## config.mk

```make
export PLATFORM = sky130hd
export DESIGN_NAME = score_keeper
export DESIGN_NICKNAME = d
export VERILOG_FILES = /design/src/rtl/score_keeper.sv
export SDC_FILE = /design/constraint.sdc
export NUM_CORES = 1
export LEC_CHECK = 0
export BUFFER_PORTS_ARGS = -buffer_cell sky130_fd_sc_hd__buf_2
export CORE_MARGIN = 4
export CORE_UTILIZATION = 60
export DETAILED_ROUTE_END_ITERATION = 8
export PLACE_DENSITY_LB_ADDON = 0.05
export SETUP_SLACK_MARGIN = 0.2
export SLEW_MARGIN = 20
export SYNTH_ARGS = -nofsm -noshare
export SYNTH_HDL_FRONTEND = slang
export SYNTH_SLANG_ARGS = --single-unit
```

## constraint.sdc

```tcl
create_clock -name frame_clk -period 6.2 [get_ports frame_clk]
set_input_delay 0.62 -clock frame_clk [delete_from_list [all_inputs] [get_ports frame_clk]]
set_output_delay 0.62 -clock frame_clk [all_outputs]
set_load 0.03 [all_outputs]
```

## src/rtl/score_keeper.sv

```systemverilog
// score_keeper: turns line-clear events into level-weighted points and rolls the
// displayed score up one point per tick. It also keeps the cleared-line total and
// the level.
//
// Ports:
//   frame_clk      in   sole clock
//   Reset_n        in   asynchronous active-low reset
//   game_start     in   pulse: zero all state and enter RUN
//   game_over      in   pulse: stop accepting clears, drain pending points, then freeze
//   clear_valid    in   a clear event is offered
//   clear_count    in   lines cleared by the event (5..7 are treated as 4)
//   clear_ready    out  the event is accepted on an edge where valid && ready
//   score          out  displayed score, 0..SCORE_MAX
//   lines          out  total cleared lines, saturates at 999
//   level          out  current level, 0..MAX_LEVEL
//   busy           out  points are still pending
//   score_max_hit  out  sticky flag: score reached SCORE_MAX
module score_keeper #(
    parameter int unsigned TICK_DIV        = 2,
    parameter int unsigned SCORE_MAX       = 999,
    parameter int unsigned LINES_PER_LEVEL = 10,
    parameter int unsigned MAX_LEVEL       = 9
) (
    input  logic       frame_clk,
    input  logic       Reset_n,
    input  logic       game_start,
    input  logic       game_over,
    input  logic       clear_valid,
    input  logic [2:0] clear_count,
    output logic       clear_ready,
    output logic [9:0] score,
    output logic [9:0] lines,
    output logic [3:0] level,
    output logic       busy,
    output logic       score_max_hit
);

    localparam int unsigned DIV_W       = (TICK_DIV > 1) ? $clog2(TICK_DIV) : 1;
    // Room for (LINES_PER_LEVEL-1) + 4 before the wrap.
    localparam int unsigned LVL_W       = $clog2(LINES_PER_LEVEL + 4);
    localparam int unsigned LINES_CAP   = 999;
    // Worst case is 175 + 80 = 255, so the 8-bit pending count cannot overflow.
    localparam int unsigned READY_LIMIT = 175;

    typedef enum logic [1:0] {IDLE, RUN, FLUSH, HALT} state_t;

    state_t             state, state_n;
    logic [7:0]         pending, pending_n;
    logic [DIV_W-1:0]   divider, divider_n;
    logic [LVL_W-1:0]   lvl_lines, lvl_lines_n;
    logic [9:0]         score_n, lines_n;
    logic [3:0]         level_n;
    logic               max_hit_n, ready_n, busy_n;

    logic [2:0]         n_sat;
    logic [7:0]         base_pts, lvl_mult, pts;
    logic [10:0]        lines_sum;
    logic [LVL_W-1:0]   lvl_sum;
    logic [8:0]         pend_sum;
    logic               running, tick, accept;

    // Next-state and next-output computation.
    always_comb begin
        state_n     = state;
        pending_n   = pending;
        divider_n   = divider;
        lvl_lines_n = lvl_lines;
        score_n     = score;
        lines_n     = lines;
        level_n     = level;
        max_hit_n   = score_max_hit;
        tick        = 1'b0;
        accept      = 1'b0;
        lines_sum   = 11'(lines) + 11'(n_sat);
        lvl_sum     = lvl_lines + LVL_W'(n_sat);
        pend_sum    = 9'(pending);
        running     = (state == RUN) || (state == FLUSH);

        n_sat = (clear_count > 3'd4) ? 3'd4 : clear_count;
        case (n_sat)
            3'd1:    base_pts = 8'd1;
            3'd2:    base_pts = 8'd3;
            3'd3:    base_pts = 8'd5;
            3'd4:    base_pts = 8'd8;
            default: base_pts = 8'd0;
        endcase
        lvl_mult  = 8'(level) + 8'd1;
        pts       = base_pts * lvl_mult;
        lines_sum = 11'(lines) + 11'(n_sat);
        lvl_sum   = lvl_lines + LVL_W'(n_sat);

        if (game_start) begin
            // A restart wins over game_over and drops any same-cycle event.
            state_n     = RUN;
            pending_n   = 8'd0;
            divider_n   = '0;
            lvl_lines_n = '0;
            score_n     = 10'd0;
            lines_n     = 10'd0;
            level_n     = 4'd0;
            max_hit_n   = 1'b0;
        end else begin
            accept    = clear_valid && clear_ready;
            tick      = running && (divider == DIV_W'(TICK_DIV - 1));
            divider_n = (running && !tick) ? divider + DIV_W'(1) : '0;

            if (accept) begin
                lines_n = (lines_sum > 11'(LINES_CAP)) ? 10'(LINES_CAP) : 10'(lines_sum);
                if (lvl_sum >= LVL_W'(LINES_PER_LEVEL)) begin
                    lvl_lines_n = lvl_sum - LVL_W'(LINES_PER_LEVEL);
                    if (level < 4'(MAX_LEVEL)) begin
                        level_n = level + 4'd1;
                    end
                end else begin
                    lvl_lines_n = lvl_sum;
                end
                // Once the score has saturated, clears no longer add points.
                if (!score_max_hit) begin
                    pend_sum = pend_sum + 9'(pts);
                end
            end

            // The add and the tick fold into a single pending update.
            if (tick && (pending != 8'd0)) begin
                score_n  = score + 10'd1;
                pend_sum = pend_sum - 9'd1;
                if (score_n == 10'(SCORE_MAX)) begin
                    pend_sum  = 9'd0;
                    max_hit_n = 1'b1;
                end
            end
            pending_n = 8'(pend_sum);

            case (state)
                RUN:     if (game_over) state_n = FLUSH;
                FLUSH:   if (pending == 8'd0) state_n = HALT;
                default: state_n = state;
            endcase
        end

        ready_n = (state_n == RUN) && (pending_n <= 8'(READY_LIMIT));
        busy_n  = (pending_n != 8'd0);
    end

    // State and output registers.
    always_ff @(posedge frame_clk or negedge Reset_n) begin
        if (!Reset_n) begin
            state         <= IDLE;
            pending       <= 8'd0;
            divider       <= '0;
            lvl_lines     <= '0;
            score         <= 10'd0;
            lines         <= 10'd0;
            level         <= 4'd0;
            score_max_hit <= 1'b0;
            clear_ready   <= 1'b0;
            busy          <= 1'b0;
        end else begin
            state         <= state_n;
            pending       <= pending_n;
            divider       <= divider_n;
            lvl_lines     <= lvl_lines_n;
            score         <= score_n;
            lines         <= lines_n;
            level         <= level_n;
            score_max_hit <= max_hit_n;
            clear_ready   <= ready_n;
            busy          <= busy_n;
        end
    end

endmodule
```

==> summary.txt <==
run status - completed
yosys synthesis warning count - 0
post-layout util - 67.6%
Power Density - 305 nW/um^2
crit path buf inv count - 3
minimum clock period - 5000 ps
Clock Sinks - 42
hpwl dp - 5.53 mm
HP Class - reg2reg
fmax - 200 MHz
Slowest cell on crit path - fa_1
crit path cell chain - buf_2 > nor2b_1 > nand2_1 > nor2_1 > fa_1 > fa_1 > inv_1 > fa_1 > inv_1 > ha_1 > a211oi_1 > o21ba_2 > o22ai_1 > nor3_1 > xor2_1 > nor2_1 > or4_1
Peak VDD IR - 0.234 mV
Final ANT Viol Nets - 0
maxcap violations - 0
critical path's top delay family - adder cells
Final period util - 80.7%
CP Capture Type - flip-flop
syn avg cell area - 8.88 sq um
setup TNS - 0 ps
DRC - 0
Clock Tree Root - clkbuf_8
Mapped Cells - 400
Final Worst Setup Slack - 1200 ps
vias in the first global route - 2778
number of distinct library cells after synthesis - 61
area share of the largest cell type after synthesis - 29.6%
Core Rows - 27
Die Span X - 85.0 um
postcts setup bufs - 0
ratio of cells with drive above 1 in the final layout - 12.8%
Die H - 85.0 um
Slew headroom - 36.2%
DRT Wirelength - 7.27 mm
FFs w/ async S/R, synth - 100%
Setup Viol. Count Final - 0
crit start category - input port
Final Cell Area - 3790 sq um
syn nets - 450
cts hold-fix bufs - 0
placer congestion estimate - 0.870
CTS H-tree lvls - 2
TritonCTS buffer count - 5
Slew Viols, Final - 0
Syn-to-layout area delta - 6.69%
Synth Flop Type - dfrtp_1
core area - 5610 sq um
Pleak - 1.88 nW
skew final - 9.68 ps
Final Power - 1.16 mW
dpl cell area - 3700 sq um
critical path type - in2reg
post_cts resized - 0
area of the multi-input gates - 2250 sq um
DR iter-0 viols - 111
starting density of the core - 63.4%
Fillers - 493
largest net degree at the start of global routing - 43
Worst Max-Slew Pin Slew - 958 ps
Clock Latency Late Sink - 300 ps
crit path DAT - 5170 ps
routed vias/inst - 5.74
Clock Path Buffers - 2
Vias - 2841
cell taking the most area after synthesis - dfrtp_1
total gr overflow - 0
Synth Cell Area - 3550 sq um
top-level I/O count - 35
All-Layer GR Usage - 21.5%
first-pass GRT wire length - 12.9 mm
Reg area - 1050 sq um
post-synthesis register bit count - 42
RSZ-0062 raised after global routing - no
DRT Pass-1 Iters - 4
most frequent cell after synthesis - nor2_1
CTS tree - built
slowest cell delay on critical path - 550 ps
I/O Buffers - 34
top post-synthesis cells by count - nor2_1 (55), dfrtp_1 (42), inv_1 (38), ha_1 (29), nand2_1 (24)
Hold Fails Final Rpt - 0
initial antenna violation count - 0
Critical Path RT - 6370 ps
DR WL/cell - 14.7 um
register area share after synthesis - 29.6%
CP max FO - 10
Post-synth EDFFs - 0
dpl ws - 950 ps
clock slew at reported path FFs - 80 ps
nets - 472
Area contributors post-synth - dfrtp_1 (30%), ha_1 (10%), fa_1 (7.3%)
n_diodes - 0
die area - 7220 sq um
most frequent cell on the critical path - fa_1
state kept, by name, indices dropped and copies added (netlist names):
register	count
lines	10
score	10
pending	8
level	4
lvl_lines	4
state	2
busy	1
clear_ready	1
divider	1
score_max_hit	1
cells by family (layout without fill, tap and decap cells):
| group | Yosys count | in the layout | synth area share, % |
|---|---|---|---|
| xor+xnor | 29 | 29 | 7.54 |
| simple gates | 147 | 147 | 20.6 |
| buf+inv | 57 | 80 | 7.11 |
| fa+ha+maj | 42 | 42 | 17.5 |
| compound gates | 74 | 74 | 15.0 |
| mux | 9 | 9 | 2.68 |
| flops | 42 | 42 | 29.6 |
where the power goes:
group,internal (mW),switching (mW)
Clock,0.0794,0.100
Sequential,0.326,0.0598
Combinational,0.232,0.360
Total,0.638,0.520
final timing paths:
kind                                            from  cells past startpoint  slack (ps)                       end
worst max register to register  level[0]$_DFFE_PN0P_                     15        1250            busy$_DFF_PN0_
worst max-delay path                  clear_count[2]                     17        1200            busy$_DFF_PN0_
min in group asynchronous                    Reset_n                      1         470      pending[6]$_DFF_PN0_
max in group asynchronous                    Reset_n                      1        5140  lvl_lines[0]$_DFFE_PN0P_
worst min register to register     divider$_DFF_PN0_                      1         440         divider$_DFF_PN0_
worst min-delay path               divider$_DFF_PN0_                      1         440         divider$_DFF_PN0_
metrics by stage:
step                hold slack [ps]  cells
floorplan                       324    400
detailed placement              430    487
CTS                             442    495
global route                    471    495
finish                          441    495
global placement                425    487
metal layers:
metal,wire [um],track usage [%]
met1,3480,29.9
met2,3440,35.3
met3,284,2.52
met4,62,6.04
met5,0,0
final cells by class:
class | count | share of cell area, %
Clock inverter | 3 | 0.495
Sequential cell | 42 | 27.7
Clock buffer | 5 | 1.82
Tap cell | 72 | 2.38
Inverter | 38 | 3.76
Multi-Input combinational cell | 301 | 59.3
Timing Repair Buffer | 34 | 4.49
cell usage in the layout, fill, tap and decap left out, types with 2 or more instances in the layout:
cell type / synthesis / final
nand3_1: 11 / 11
or2_2: 2 / 2
a41oi_1: 2 / 2
nand2b_1: 4 / 4
nand2_1: 24 / 24
o211ai_1: 2 / 2
fa_1: 13 / 13
o31ai_1: 2 / 2
a21o_1: 5 / 5
a21oi_1: 14 / 14
nand3b_1: 3 / 3
a211oi_1: 11 / 11
nor4_2: 2 / 2
nand4_1: 9 / 9
a21oi_2: 2 / 2
o21ai_0: 10 / 10
o311ai_1: 2 / 2
clkinv_2: 0 / 2
a31oi_1: 5 / 5
nor3_1: 8 / 8
and2_1: 6 / 6
a211oi_2: 2 / 2
xor2_1: 19 / 19
nor2_1: 55 / 55
clkbuf_8: 1 / 5
a311oi_1: 3 / 3
mux2i_1: 7 / 7
and3_1: 8 / 8
dfrtp_1: 42 / 42
xnor2_1: 9 / 9
nor2b_1: 7 / 7
a221oi_1: 2 / 2
buf_2: 2 / 34
ha_1: 29 / 29
inv_1: 38 / 38
Note: power is estimated with default switching activity, not from simulation.
